--- src/rtl/mem_port_arbiter.sv ---
// Arbitrates one unified memory port between instruction fetch (imem) and load/store (dmem).
// Default build: dmem priority with an imem starvation bound; define MEM_ARB_RR_EN for round-robin.
module mem_port_arbiter #(
  parameter int STARVE_MAX = 4
) (
  input  logic        clk_i,
  input  logic        rst_ni,
  input  logic [31:0] imem_addr_i,
  input  logic [3:0]  imem_rmask_i,
  output logic [31:0] imem_rdata_o,
  output logic        imem_resp_o,
  input  logic [31:0] dmem_addr_i,
  input  logic [3:0]  dmem_rmask_i,
  input  logic [3:0]  dmem_wmask_i,
  input  logic [31:0] dmem_wdata_i,
  output logic [31:0] dmem_rdata_o,
  output logic        dmem_resp_o,
  output logic [31:0] mem_addr_o,
  output logic [3:0]  mem_rmask_o,
  output logic [3:0]  mem_wmask_o,
  output logic [31:0] mem_wdata_o,
  input  logic [31:0] mem_rdata_i,
  input  logic        mem_resp_i,
  output logic [1:0]  grant_o
);

  typedef enum logic [1:0] {IDLE = 2'd0, BUSY_I = 2'd1, BUSY_D = 2'd2} state_t;

  state_t      state, state_nxt;
  logic        imem_req, dmem_req, dmem_store, pick_d;
  logic        take_i, take_d;
  logic [31:0] addr_nxt, wdata_nxt;
  logic [3:0]  rmask_nxt, wmask_nxt;

  assign imem_req   = |imem_rmask_i;
  assign dmem_store = |dmem_wmask_i;
  assign dmem_req   = (|dmem_rmask_i) | dmem_store;

`ifdef MEM_ARB_RR_EN
  // rr_last: 1 = dmem held the port last, 0 = imem (reset value)
  logic rr_last;

  assign pick_d = dmem_req && !(imem_req && rr_last);

  always_ff @(posedge clk_i or negedge rst_ni) begin
    if (!rst_ni)     rr_last <= 1'b0;
    else if (take_d) rr_last <= 1'b1;
    else if (take_i) rr_last <= 1'b0;
  end
`else
  localparam logic [3:0] STARVE_LIM = 4'(STARVE_MAX);
  logic [3:0] starve_cnt;

  assign pick_d = dmem_req && !(imem_req && (starve_cnt == STARVE_LIM));

  // Counts dmem wins taken over a waiting fetch; saturates at the limit
  always_ff @(posedge clk_i or negedge rst_ni) begin
    if (!rst_ni)                                           starve_cnt <= 4'd0;
    else if (take_i)                                       starve_cnt <= 4'd0;
    else if (take_d && imem_req && starve_cnt != STARVE_LIM) starve_cnt <= starve_cnt + 4'd1;
  end
`endif

  always_ff @(posedge clk_i or negedge rst_ni) begin
    if (!rst_ni) begin
      state       <= IDLE;
      mem_addr_o  <= 32'd0;
      mem_rmask_o <= 4'd0;
      mem_wmask_o <= 4'd0;
      mem_wdata_o <= 32'd0;
    end else begin
      state       <= state_nxt;
      mem_addr_o  <= addr_nxt;
      mem_rmask_o <= rmask_nxt;
      mem_wmask_o <= wmask_nxt;
      mem_wdata_o <= wdata_nxt;
    end
  end

  always_comb begin
    state_nxt = state;
    addr_nxt  = mem_addr_o;
    rmask_nxt = mem_rmask_o;
    wmask_nxt = mem_wmask_o;
    wdata_nxt = mem_wdata_o;
    take_i    = 1'b0;
    take_d    = 1'b0;
    case (state)
      IDLE: begin
        if (pick_d) begin
          // A store wins over a simultaneous load mask
          take_d    = 1'b1;
          state_nxt = BUSY_D;
          addr_nxt  = {dmem_addr_i[31:2], 2'b00};
          rmask_nxt = dmem_store ? 4'd0 : dmem_rmask_i;
          wmask_nxt = dmem_wmask_i;
          wdata_nxt = dmem_store ? dmem_wdata_i : 32'd0;
        end else if (imem_req) begin
          take_i    = 1'b1;
          state_nxt = BUSY_I;
          addr_nxt  = {imem_addr_i[31:2], 2'b00};
          rmask_nxt = imem_rmask_i;
          wmask_nxt = 4'd0;
          wdata_nxt = 32'd0;
        end
      end
      BUSY_I, BUSY_D: begin
        if (mem_resp_i) begin
          state_nxt = IDLE;
          addr_nxt  = 32'd0;
          rmask_nxt = 4'd0;
          wmask_nxt = 4'd0;
          wdata_nxt = 32'd0;
        end
      end
      default: begin
        state_nxt = IDLE;
        addr_nxt  = 32'd0;
        rmask_nxt = 4'd0;
        wmask_nxt = 4'd0;
        wdata_nxt = 32'd0;
      end
    endcase
  end

  assign grant_o      = {state == BUSY_D, state == BUSY_I};
  assign imem_resp_o  = (state == BUSY_I) && mem_resp_i;
  assign dmem_resp_o  = (state == BUSY_D) && mem_resp_i;
  assign imem_rdata_o = imem_resp_o ? mem_rdata_i : 32'd0;
  assign dmem_rdata_o = dmem_resp_o ? mem_rdata_i : 32'd0;

endmodule

--- config.mk ---
export PLATFORM = sky130hd
export DESIGN_NAME = mem_port_arbiter
export DESIGN_NICKNAME = d
export VERILOG_FILES = /design/src/rtl/mem_port_arbiter.sv
export SDC_FILE = /design/constraint.sdc
export NUM_CORES = 1
export LEC_CHECK = 0
export BUFFER_PORTS_ARGS = -buffer_cell sky130_fd_sc_hd__buf_2
export CAP_MARGIN = 20
export CORE_AREA = 2 2 109 111
export DETAILED_ROUTE_END_ITERATION = 7
export DIE_AREA = 0 0 111 113
export MAX_ROUTING_LAYER = met4
export PLACE_DENSITY = 0.7
export SLEW_MARGIN = 20
export SYNTH_ARGS = -nofsm -noshare
export SYNTH_HDL_FRONTEND = slang
export SYNTH_SLANG_ARGS = --single-unit
--- constraint.sdc ---
create_clock -name clk_i -period 3.9 [get_ports clk_i]
set_input_delay 0.585 -clock clk_i [delete_from_list [all_inputs] [get_ports clk_i]]
set_output_delay 0.585 -clock clk_i [all_outputs]
set_load 0.005 [all_outputs]
# Word-level counts from Yosys, hierarchy flattened

Index checks and enable logic that the tools add are counted.

Register bits: 78
Bits in latches: 0
Bits in writable memories: 0
Memory bits (read-only): 0
Input bits: 143
Memories kept: 0

Add/sub/neg operators: 1
Multiply operators: 0
Div/mod/pow operators: 0
$lt $le $gt $ge: 0
Equal/unequal tests: 6
Shifts and indexed selects: 0
Mux-type cells: 29
Bitwise logic cells: 1
Reduce and logical (&&, ||, !) cells: 14

Operator list:

| operator                                               | number |
|---|---|
| 2-to-1 mux 32 bit                                      | 8 |
| case mux 32 bit (2 select lines)                       | 2 |
| 2-to-1 mux 4 bit                                       | 8 |
| case mux 4 bit (2 select lines)                        | 2 |
| OR reduction 4 bit                                     | 3 |
| logical AND 1 bit                                      | 6 |
| 2-to-1 mux 2 bit                                       | 3 |
| 2-to-1 mux 1 bit                                       | 5 |
| adder 4 x 1 -> 4 bit (second input constant)           | 1 |
| == test 4 x 3 -> 1 bit (second input constant)         | 1 |
| inequality test 4 x 3 -> 1 bit (second input constant) | 1 |
| case mux 2 bit (2 select lines)                        | 1 |
| inequality test 3 bit (second input constant)          | 1 |
| == test 2 x 1 -> 1 bit (second input constant)         | 1 |
| == test 2 bit (second input constant)                  | 1 |
| zero test 2 bit                                        | 1 |
| inequality test 2 bit (second input constant)          | 1 |
| AND reduction 2 bit                                    | 1 |
| nonzero test 2 bit                                     | 1 |
| OR reduction 2 bit                                     | 1 |
| zero test 1 bit                                        | 1 |
| bitwise OR 1 bit                                       | 1 |

# Logic depth before layout (Yosys ltp)

Gate-level depths: netlist of the first run.

Depth after elaboration: 10
Mapped depth: 7

# Worst setup path after synthesis of the first run

OpenSTA, ideal clock, no wires.

Path kind: in2reg
Start point: in dmem_wmask_i[0]
End point: reg mem_rmask_o[1]
Setup time: 0.077 ns
Arrival: 2.037 ns
Path slack: 1.785 ns
Stages: 5
Buffers on the path: 1
Cells stage by stage: or4_1 -> o41ai_4 -> buf_2 -> a31oi_1 -> a21oi_1

Longest elaborated chain between the ends: 5

RTL lines:

| what                                                                   | RTL line | source |
|---|---|---|
| start: declaration                                                     | 14       | `input logic [3:0] dmem_wmask_i,` |
| OR reduction 4 bit *                                                   | 36       | `assign dmem_store = \|dmem_wmask_i;` |
| bitwise OR 1 bit                                                       | 37       | `assign dmem_req = (\|dmem_rmask_i) \| dmem_store;` |
| logical AND 1 bit                                                      | 54       | `assign pick_d = dmem_req && !(imem_req && (starve_cnt == STARVE_LIM));` |
| 2-to-1 mux 4 bit or inequality test 3 bit (tied branches)              | -        |  |
| case mux 4 bit (2 select lines) or AND reduction 2 bit (tied branches) | -        |  |
| end signal: assignment                                                 | 74       | `mem_rmask_o <= rmask_nxt;` |
| end: declaration                                                       | 19       | `output logic [3:0] mem_rmask_o,` |

Every way passes the cells marked *; elsewhere a longest branch is shown, timed or not.
A chain may end at the register's enable or synchronous reset.

# Final worst setup path of the first run

Start point: reg state[0]
End point: reg mem_wdata_o[26]

Longest elaborated chain between the ends: 4

RTL lines:

| what                                                    | RTL line | source |
|---|---|---|
| start: declaration                                      | 29       | `state_t state, state_nxt;` |
| start signal: assignment                                | 72       | `state <= state_nxt;` |
| == test 2 x 1 -> 1 bit or == test 2 bit (tied branches) | 88       | `case (state)` |
| OR reduction 2 bit                                      | 88       |  |
| inequality test 2 bit (no source line)                  | -        |  |
| AND reduction 2 bit (no source line)                    | -        |  |
| end signal: assignment                                  | 76       | `mem_wdata_o <= wdata_nxt;` |
| end: declaration                                        | 21       | `output logic [31:0] mem_wdata_o,` |

Several ways; a longest one is shown, not always the timed one.

==> results of run 1 <==
## metal layers
metal,GRT usage,up-vias,share of wire
met3,0.0402,20,0.052
li1,-,2003,-
met4,0.0717,0,0.022
met1,0.249,1993,0.40
met5,-,-,0
met2,0.378,165,0.53
## path summary, 6_finish.rpt
check                                   to  slack [ps]
max                        mem_wdata_o[26]        1260
min                         mem_addr_o[21]         390
max reg2reg                mem_wdata_o[26]        1260
min reg2reg                  mem_addr_o[7]         500
max in group asynchronous  mem_wdata_o[21]        2860
min in group clk_i          mem_wdata_o[6]         460
## final cells by class
cell class,count,share of cell area
multi-input cells,280,0.332
flip-flops and latches,76,0.330
repair buffers,284,0.250
clock buffers,9,0.0391
well taps,143,0.0310
clock inverters,7,0.0141
inverters,5,0.00325
## registers in the layout, summed over array words and instances (netlist names)
signal / cells
mem_addr_o: 30
mem_rmask_o: 4
mem_wdata_o: 32
mem_wmask_o: 4
starve_cnt: 4
state: 2
## synth_stat cells
master / n
sky130_fd_sc_hd__a31oi_1: 4
sky130_fd_sc_hd__ha_1: 5
sky130_fd_sc_hd__or4_1: 3
sky130_fd_sc_hd__buf_2: 10
sky130_fd_sc_hd__mux2_2: 1
sky130_fd_sc_hd__o31ai_1: 1
sky130_fd_sc_hd__buf_4: 2
sky130_fd_sc_hd__conb_1: 1
sky130_fd_sc_hd__o21ai_1: 1
sky130_fd_sc_hd__nor4_2: 2
sky130_fd_sc_hd__nand2_1: 32
sky130_fd_sc_hd__nor3_1: 4
sky130_fd_sc_hd__nor2_1: 6
sky130_fd_sc_hd__nand3_1: 5
sky130_fd_sc_hd__nand3b_1: 1
sky130_fd_sc_hd__o41ai_4: 1
sky130_fd_sc_hd__clkbuf_1: 30
sky130_fd_sc_hd__and3_1: 64
sky130_fd_sc_hd__a22oi_1: 1
sky130_fd_sc_hd__o21ai_0: 30
sky130_fd_sc_hd__a41oi_1: 1
sky130_fd_sc_hd__inv_1: 5
sky130_fd_sc_hd__a21oi_1: 8
sky130_fd_sc_hd__nor4b_1: 1
sky130_fd_sc_hd__o311ai_0: 1
sky130_fd_sc_hd__a21o_1: 2
sky130_fd_sc_hd__a22o_1: 37
sky130_fd_sc_hd__and3b_1: 1
sky130_fd_sc_hd__nand2b_1: 1
sky130_fd_sc_hd__dfrtp_1: 76
sky130_fd_sc_hd__nor2b_1: 1
sky130_fd_sc_hd__nor3b_1: 30
sky130_fd_sc_hd__o22ai_1: 1
sky130_fd_sc_hd__nor4_1: 1
sky130_fd_sc_hd__and2_1: 2
sky130_fd_sc_hd__o22a_1: 30
## power groups by stage
| stage | Combinational (mW) | Sequential [mW] | Clock (mW) |
|---|---|---|---|
| final | 1.95 | 1.38 | 0.856 |
| after global routing | 2.17 | 1.43 | 0.919 |
| after CTS | 1.97 | 1.38 | 0.879 |
| after detailed placement | 1.96 | 1.39 | 0 |
| after global placement | 1.88 | 1.37 | 0 |
| after floorplan | 1.12 | 1.41 | 0 |
## critical path, stage by stage, from the launching register on
cell,delay [ps]
sky130_fd_sc_hd__dfrtp_1,410
sky130_fd_sc_hd__inv_1,90
sky130_fd_sc_hd__ha_1,140
sky130_fd_sc_hd__buf_4,370
sky130_fd_sc_hd__inv_1,160
sky130_fd_sc_hd__o41ai_4,750
sky130_fd_sc_hd__buf_4,440
sky130_fd_sc_hd__a22o_1,200
## logic make-up after synthesis
| logic type | after synthesis |
|---|---|
| AOI/OAI and AO/OA | 118 |
| other | 1 |
| and+or+nand+nor | 154 |
| DFF | 76 |
| adders and majority gates | 5 |
| buffers and inverters | 47 |
| muxes | 1 |
## stage by stage
step / hold WS, ps / instances
2_1_floorplan: 289 / 403
3_3_place_gp: 485 / 788
3_5_place_dp: 485 / 788
4_1_cts: 447 / 804
5_1_grt: 449 / 804
6_report: 385 / 804
==> parameters.txt, run 1 <==
Parameter                              Value

Outcome
  Status    completed

Timing
  Number of pins exceeding their max-slew limit in the final report    0
  Achievable clock frequency    379 MHz
  Final critical-path setup slack    1260 ps
  Final sum of negative setup slack    0 ps
  Worst rel slew slack    0.350
  Final clock period utilization by the worst path    0.676
  Final clock skew    8.43 ps
  Setup violation total in the final timing report    0
  Setup repair after global routing missed its margin    false
  Minimum period implied by the final worst setup slack    2640 ps
  Pin slew with the least headroom to its limit    974 ps
  Number of endpoints with negative hold slack in the final report    0

GRT
  Residual overflow from global routing    0
  Number of global-route vias before repair    4097
  GRT Total Usage    0.215
  Pin count of the biggest net entering global routing    77
  Initial antenna violation count    1
  Global-route wire length before repair    21.0 mm

Synthesis
  Biggest area consumer among synthesized cells    sky130_fd_sc_hd__dfrtp_1
  Top cell type's share of synthesized area    0.478
  Post-synthesis cell type count    36
  Area fraction in compound gates after synthesis    0.223
  Multiplexer area fraction after synthesis    0.00283
  Count of warnings emitted by yosys    0
  Xor/xnor share of the synthesized area    0
  Count of mapped cells out of synthesis    402
  Seq/Total Area, Yosys    0.478
  Post-Syn Area per Cell    9.90 um^2
  Area of the mapped netlist    0.00398 mm^2
  Post-synthesis share of cell area spent on full adders, half adders and majority gates    0.0157
  Cell types occupying the most area after synthesis    sky130_fd_sc_hd__dfrtp_1 (48%), sky130_fd_sc_hd__and3_1 (10%), sky130_fd_sc_hd__a22o_1 (8.1%)
  Post-synthesis simple-gate area fraction    0.230
  Number of synthesized register bits    76
  Combinational family with the most area after synthesis    simple AND/OR/NAND/NOR gates

Layout
  Final core utilization    0.512
  Final instance area    0.00577 mm^2
  Top library cells by usage in the layout, fill and taps aside    sky130_fd_sc_hd__buf_2 (275), sky130_fd_sc_hd__dfrtp_1 (76), sky130_fd_sc_hd__and3_1 (64)
  Seq. cell area    0.00190 mm^2
  Area growth from synthesis to layout    44.8%
  Number of nets in the final layout    804
  Multi-input logic area    0.00192 mm^2
  Most common cell after layout, fill and taps aside    sky130_fd_sc_hd__buf_2
  Number of inserted diodes    0
  Final-layout fill cell count    1046
  Proportion of layout cells with a drive suffix above 1    0.466

Clocking
  TritonCTS clock tree    done
  Clock transition at the register clock pins on the worst setup and hold paths after CTS    60 ps
  Clock latency reported for the late side of the worst-skew pair    340 ps
  Post-CTS setup buffer count    0
  Clock buffers created by TritonCTS    9
  Clk root buf    sky130_fd_sc_hd__clkbuf_16
  Number of H-tree branching levels    3
  Number of gates given a new drive strength after cts    0
  Clock net sink count    76
  Number of hold buffers added after CTS    0
  Clock Tree Buf Depth    2

Place
  Worst setup slack before clock tree synthesis    1080 ps
  Number of I/O port buffers    276
  Detailed placer's ending HPWL    9.95 mm
  Cell area after placement    0.00546 mm^2
  Final weighted congestion in routability-driven placement    0.872

Power
  Part of the total power dissipated in combinational logic    0.466
  Sw Share    0.387
  Sw Pwr    1.62 mW
  Max rail drop VDD    399 uV
  Overall Power    4.19 mW
  Sequential share of power    0.329
  Fraction of power consumed by the clock network    0.204
  Total internal power    2.57 mW
  Pwr dens    726 mW/mm^2
  Standby leakage power    3.37 nW

Die
  Floorplan die area    0.0125 mm^2
  Top Ports    283
  Die height    113 um
  Width of the die    111 um
  Core area    0.0113 mm^2
  # rows    39
  Starting utilization of the core area    0.353

Drt
  Detailed-route wire length per cell    16.7 um
  Number of antenna-violating nets in the routed design    0
  DRC violation total after the first TritonRoute iteration    249
  DRT Wirelength    13.4 mm
  DR pass1 iterations    6
  Number of vias in the routed layout    4181
  Vias per Instance    5.20
  Residual DRC count    0

Setup path
  Start point of the critical path    state[0]
  Setup CP Type    register to register
  CP required    4170 ps
  Critical Path Start Type    register
  Critical Path AT    2900 ps
  Reg-to-reg critical path startpoint    state[0]
  Sort of element at the end of the critical path    register
  Logic depth of the worst register-to-register path    7
  Worst-path maximum fanout    40

Hold path
  Class of the most critical hold timing path    input port to async pin

Flow run
  Number of max-cap violations    0
No activity file was read; power rests on OpenSTA's default activity.
==> inputs of run 2 (changes only) <==
CORE_AREA = 2 2 111 113   (was 2 2 109 111)
DIE_AREA = 0 0 113 115   (was 0 0 111 113)
PLACE_DENSITY = 0.68   (was 0.7)
clock period = 2.56 ns   (was 3.9 ns; I/O delays follow)
==> parameters.txt, run 2 (synthesis results as in run 1) <==
Parameter                              Value

Power
  Sw Share    0.382
  Sequential share of power    0.326
  Total internal power    3.99 mW
  Sw Pwr    2.47 mW
  Overall Power    6.45 mW
  Pwr dens    1100 mW/mm^2
  Standby leakage power    3.41 nW
  Part of the total power dissipated in combinational logic    0.471
  Max rail drop VDD    453 uV
  Fraction of power consumed by the clock network    0.203

Place
  Final weighted congestion in routability-driven placement    0.969
  Detailed placer's ending HPWL    9.83 mm
  Worst setup slack before clock tree synthesis    372 ps
  Number of I/O port buffers    276
  Cell area after placement    0.00554 mm^2

GRT
  Initial antenna violation count    1
  Number of global-route vias before repair    4060
  Residual overflow from global routing    0
  Pin count of the biggest net entering global routing    77
  Global-route wire length before repair    20.3 mm
  GRT Total Usage    0.200

Setup path
  Cell type of the slowest stage on the worst timing path    sky130_fd_sc_hd__dfrtp_1
  Sort of element at the end of the critical path    register
  Critical-path cell list    inv_1, ha_1, nor2b_1, a41oi_4, buf_4, o21ai_0, o22a_1
  Worst setup slack for register-to-register paths    570 ps
  Destination of the worst register-to-register timing path    mem_addr_o[17]
  Critical Path AT    2210 ps
  Worst-path maximum fanout    36
  Logic depth of the worst register-to-register path    7
  CP required    2780 ps
  Critical Path Start Type    register
  Reg-to-reg critical path startpoint    state[0]
  Slowest cell delay on critical path    380 ps
  Setup CP Type    register to register

Clocking
  Clock latency reported for the late side of the worst-skew pair    330 ps
  Clock transition at the register clock pins on the worst setup and hold paths after CTS    60 ps
  Number of hold buffers added after CTS    0
  Clock buffers created by TritonCTS    9
  Clock Tree Buf Depth    2
  TritonCTS clock tree    done
  Number of H-tree branching levels    3
  Clock net sink count    76
  Number of gates given a new drive strength after cts    0
  Clk root buf    sky130_fd_sc_hd__clkbuf_16
  Post-CTS setup buffer count    0

Timing
  Number of pins exceeding their max-slew limit in the final report    0
  Pin slew with the least headroom to its limit    985 ps
  Final clock skew    5.66 ps
  Minimum period implied by the final worst setup slack    1990 ps
  Final sum of negative setup slack    0 ps
  Worst rel slew slack    0.343
  Setup repair after global routing missed its margin    false
  Final clock period utilization by the worst path    0.777
  Number of endpoints with negative hold slack in the final report    0
  Achievable clock frequency    502 MHz
  Setup violation total in the final timing report    0
  Final critical-path setup slack    570 ps

Drt
  Number of antenna-violating nets in the routed design    0
  Vias per Instance    5.22
  Residual DRC count    20
  Number of vias in the routed layout    4262
  DRT Wirelength    13.2 mm
  DRC violation total after the first TritonRoute iteration    240
  DR pass1 iterations    6
  Detailed-route wire length per cell    16.2 um

Outcome
  Failing checks    DRC
  Status    finished, violations left

Layout
  Number of flip-flops in the largest register    32
  Number of nets in the final layout    811
  Final instance area    0.00586 mm^2
  Area growth from synthesis to layout    47.1%
  Most common cell after layout, fill and taps aside    sky130_fd_sc_hd__buf_2
  Proportion of layout cells with a drive suffix above 1    0.472
  Top library cells by usage in the layout, fill and taps aside    sky130_fd_sc_hd__buf_2 (275), sky130_fd_sc_hd__dfrtp_1 (76), sky130_fd_sc_hd__and3_1 (64)
  Reg with most FFs    mem_wdata_o
  Largest registers in the final layout    mem_wdata_o x32, mem_addr_o x30
  Final core utilization    0.496

Die
  Core area    0.0118 mm^2
  Starting utilization of the core area    0.337
  Width of the die    113 um
  Floorplan die area    0.0130 mm^2
  # rows    40
  Top Ports    283
  Die height    115 um

Flow run
  Number of max-cap violations    0

Hold path
  Class of the most critical hold timing path    input port to async pin
==> run 2: cell types whose count changed in the layout (fill, tap and decap cells not counted), sizes merged <==
cell      previous run  this run
buf                284       291
inv                  9         7
clkbuf               9        10
clkinvlp             1         2
diode                0         1
==> run 2: metrics by stage <==
step / hold WS (ps) / cells
6_report: 212 / 816
5_1_grt: 251 / 816
4_1_cts: 247 / 815
3_5_place_dp: 485 / 799
3_3_place_gp: 483 / 799
2_1_floorplan: 88.4 / 403
==> run 2: power groups by stage <==
stage,Sequential (mW),Clock (mW),Combinational [mW]
4_1_cts,2.11,1.35,3.06
5_1_grt,2.18,1.40,3.38
3_5_place_dp,2.11,0,3.05
2_1_floorplan,2.15,0,1.70
6_report,2.11,1.31,3.04
3_3_place_gp,2.09,0,2.96
==> run 2: final cells by class <==
cell class / count / area, um^2
Clock buffer: 10 / 239
Tap cell: 147 / 184
Timing Repair Buffer: 291 / 1520
Inverter: 5 / 18.8
Sequential cell: 76 / 1900
Multi-Input combinational cell: 280 / 1920
Clock inverter: 6 / 71.3
Antenna cell: 1 / 2.50
Fill cell: 1098 / 5960
==> run 2: worst max-delay path by stage <==
stage | from | to
after global routing | state[0] | mem_addr_o[22]
after global placement | imem_rmask_i[0] | mem_addr_o[18]
final | state[0] | mem_addr_o[17]
after floorplan | state[0] | mem_addr_o[25]
after detailed placement | dmem_wmask_i[0] | mem_rmask_o[3]
after CTS | state[0] | mem_addr_o[17]
==> run 2: metal layers <==
metal  track usage  part of all wire  up-vias
li1              -                 -     2020
met1         0.236              0.41     2057
met2         0.350              0.52      168
met3        0.0290             0.056       17
met4        0.0732             0.020        0
met5             -                 0        -
==> run 2: critical path: cells and delay by family (launching register included) <==
family                     cells  cell delay [ps]
AOI/OAI and AO/OA              3              560
buffers and inverters          2              430
DFF                            1              380
adders and majority gates      1              300
and+or+nand+nor                1              190
==> inputs of run 3 (changes only) <==
ABC_AREA = 1   (was default)
CORE_AREA = default   (was 2 2 111 113)
CORE_MARGIN = 1   (was default)
CORE_UTILIZATION = 39   (was default)
DIE_AREA = default   (was 0 0 113 115)
PLACE_DENSITY = 0.77   (was 0.68)
clock period = 1.66 ns   (was 2.56 ns; I/O delays follow)
==> parameters.txt, run 3 <==
Parameter                              Value

Outcome
  Status    finished, violations left
  Failing checks    setup timing

Flow run
  Number of max-cap violations    0

Timing
  Final clock skew    5.62 ps
  Achievable clock frequency    572 MHz
  Final critical-path setup slack    -87.0 ps
  Number of endpoints with negative hold slack in the final report    0
  Minimum period implied by the final worst setup slack    1750 ps
  Setup repair after global routing missed its margin    true
  Number of pins exceeding their max-slew limit in the final report    0
  Final clock period utilization by the worst path    1.05
  Setup violation total in the final timing report    118

GRT
  Residual overflow from global routing    0
  Number of global-route vias before repair    4795
  Initial antenna violation count    0
  GRT Total Usage    0.260
  Global-route wire length before repair    23.3 mm
  Pin count of the biggest net entering global routing    64

Setup path
  Kind of cell with the highest combined delay on the critical path    buffers and inverters
  Worst-path maximum fanout    8
  Sort of element at the end of the critical path    output pin
  Critical Path AT    1500 ps
  CP required    1410 ps
  Cell type of the slowest stage on the worst timing path    sky130_fd_sc_hd__dfrtp_1
  Slowest cell delay on critical path    370 ps
  Setup CP Type    register to output pin
  Buf/Inv on CP    3
  Critical-path cell list    buf_4, ha_4, nand2_8, clkbuf_16, nor2_4, buf_2
  Critical Path Start Type    register

Layout
  Most common cell after layout, fill and taps aside    sky130_fd_sc_hd__buf_2
  Proportion of layout cells with a drive suffix above 1    0.496
  Top library cells by usage in the layout, fill and taps aside    sky130_fd_sc_hd__buf_2 (273), sky130_fd_sc_hd__nand2_1 (147), sky130_fd_sc_hd__nand3_1 (105)
  Number of nets in the final layout    1121
  Largest registers in the final layout    mem_wdata_o x32, mem_addr_o x30
  Final instance area    0.00774 mm^2
  Reg with most FFs    mem_wdata_o
  Final core utilization    0.699
  Number of inserted diodes    0
  Area growth from synthesis to layout    71.3%
  Number of flip-flops in the largest register    32

Synthesis
  Seq/Total Area, Yosys    0.421
  Count of warnings emitted by yosys    0
  Post-synthesis cell type count    23
  Biggest area consumer among synthesized cells    sky130_fd_sc_hd__dfrtp_1
  Top post-synthesis cells by count    sky130_fd_sc_hd__nand2_1 (231), sky130_fd_sc_hd__nor2_1 (110), sky130_fd_sc_hd__nand3_1 (105)
  Synth async-reset ratio    1.00
  Number of enable flip-flop cells after synthesis    0
  Most used flip-flop cell after synthesis    sky130_fd_sc_hd__dfrtp_1
  Number of synthesized register bits    76
  Post-Syn Area per Cell    6.71 um^2
  Top cell type's share of synthesized area    0.421
  Cell types occupying the most area after synthesis    sky130_fd_sc_hd__dfrtp_1 (42%), sky130_fd_sc_hd__nand2_1 (19%), sky130_fd_sc_hd__nand3_1 (12%)
  Top-count cell post-synth    sky130_fd_sc_hd__nand2_1
  Area of the mapped netlist    0.00452 mm^2
  Count of mapped cells out of synthesis    674

Drt
  DR pass1 iterations    5
  Detailed-route wire length per cell    16.4 um
  DRT Wirelength    18.3 mm
  Residual DRC count    0
  Number of antenna-violating nets in the routed design    0
  Vias per Instance    5.10
  DRC violation total after the first TritonRoute iteration    448
  Number of vias in the routed layout    5698

Power
  Pwr dens    1620 mW/mm^2
  Max rail drop VDD    890 uV
  Standby leakage power    4.66 nW

Clocking
  TritonCTS clock tree    done
  Number of H-tree branching levels    3
  Clock buffers created by TritonCTS    9
  Clock transition at the register clock pins on the worst setup and hold paths after CTS    60 ps
  Clock latency reported for the late side of the worst-skew pair    330 ps
  Clock net sink count    76
  Clock Tree Buf Depth    2
  Clk root buf    sky130_fd_sc_hd__clkbuf_16

Die
  # rows    38
  Core area    0.0111 mm^2
  Die height    110 um
  Starting utilization of the core area    0.408
  Top Ports    283
  Floorplan die area    0.0120 mm^2
  Width of the die    110 um

Place
  Cell area after placement    0.00614 mm^2
  Final weighted congestion in routability-driven placement    0.822
  Worst setup slack before clock tree synthesis    -18.1 ps
  Number of I/O port buffers    276
  Detailed placer's ending HPWL    10.1 mm

Hold path
  Class of the most critical hold timing path    input port to register
## run 3: changes by cell type after synthesis, sizes merged, moves of 4 or more
| cell | change |
|---|---|
| nor3 | -4 |
| nor3b | -30 |
| nand4 | +35 |
| nand3 | +101 |
| and3 | -64 |
| a21oi | -8 |
| buf | +11 |
| nand2 | +202 |
| inv | +40 |
| a22o | -37 |
| o22a | -30 |
| nor2 | +106 |
| a31oi | -4 |
| o21ai | -27 |
## run 3: where the power goes
part / switching [mW] / internal [mW] / total [mW]
logic: 3.88 / 3.41 / 7.29
clock network: 0.823 / 1.18 / 2.00
registers: 0.589 / 2.66 / 3.25
total: 5.29 / 7.25 / 12.5
## run 3: worst paths after layout
kind	start	to	slack, ps	depth (start not counted)
min	imem_addr_i[15]	mem_addr_o[15]	250	5
min reg2reg	mem_wdata_o[29]	mem_wdata_o[29]	470	2
max in group asynchronous	rst_ni	mem_wdata_o[25]	690	3
min in group asynchronous	rst_ni	mem_addr_o[15]	400	2
max	state[0]	imem_rdata_o[9]	-90	6
max reg2reg	starve_cnt[0]	mem_addr_o[14]	-80	12
## run 3: layout make-up
class,count,area [um^2]
clock buffer,10,229
clock inverter,6,71.3
fill,875,3340
inverter,45,169
multi-input combinational,501,2720
sequential,76,1900
tap,140,175
timing repair buffer,340,2470
## run 3: worst reg2reg max path: stages, from the launching register on
cell and delay, ps:
sky130_fd_sc_hd__dfrtp_1 390, sky130_fd_sc_hd__inv_1 60, sky130_fd_sc_hd__ha_2 160, sky130_fd_sc_hd__nand2_2 50
sky130_fd_sc_hd__nor2_2 110, sky130_fd_sc_hd__nand2_2 70, sky130_fd_sc_hd__o21ai_4 110, sky130_fd_sc_hd__nand2_2 120
sky130_fd_sc_hd__nand2_4 100, sky130_fd_sc_hd__nand2_8 100, sky130_fd_sc_hd__clkbuf_16 200, sky130_fd_sc_hd__nand2_1 90
sky130_fd_sc_hd__nand2_1 60
## run 3: stage by stage
| stage | total power [mW] | hold WS [ps] | TNS [ps] | cells |
|---|---|---|---|---|
| 3_5_place_dp | 8.02 | 207 | -82.6 | 1063 |
| 5_1_grt | 13.4 | 264 | -15060 | 1118 |
| 2_1_floorplan | 5.92 | -46.6 | 0 | 675 |
| 3_3_place_gp | 7.92 | 207 | 0 | 1063 |
| 6_report | 12.5 | 248 | -4430 | 1118 |
| 4_1_cts | 10.8 | 228 | -2790 | 1096 |
## run 3: logic make-up (layout without fill, tap and decap cells)
kind of cell	after synthesis	count (layout)	share of synthesized area
buffers and inverters	98	401	0.0941
and+or+nand+nor	487	487	0.458
xor gates and xnor gates	2	2	0.00388
DFF	76	76	0.421
AOI/OAI and AO/OA	5	5	0.00858
adders and majority gates	5	5	0.0138
other	1	2	0.000830
## run 3: routing by layer
metal	vias up	GRT usage	part of all wire
met2	274	0.425	0.48
met1	2648	0.322	0.42
met3	39	0.0498	0.080
li1	2737	-	-
met4	0	0.0876	0.018
met5	-	-	0
## run 3: what timing repair did
| item | in CTS | in global routing |
|---|---|---|
| resized for setup | 26 | 152 |
| hold endpoints to repair | 29 | 0 |
| setup buffers | 10 | 3 |
| pin swaps | 7 | 28 |
| hold buffers | 1 | 0 |
| gates cloned | 6 | 21 |
| endpoints found under the setup margin | 116 | 139 |
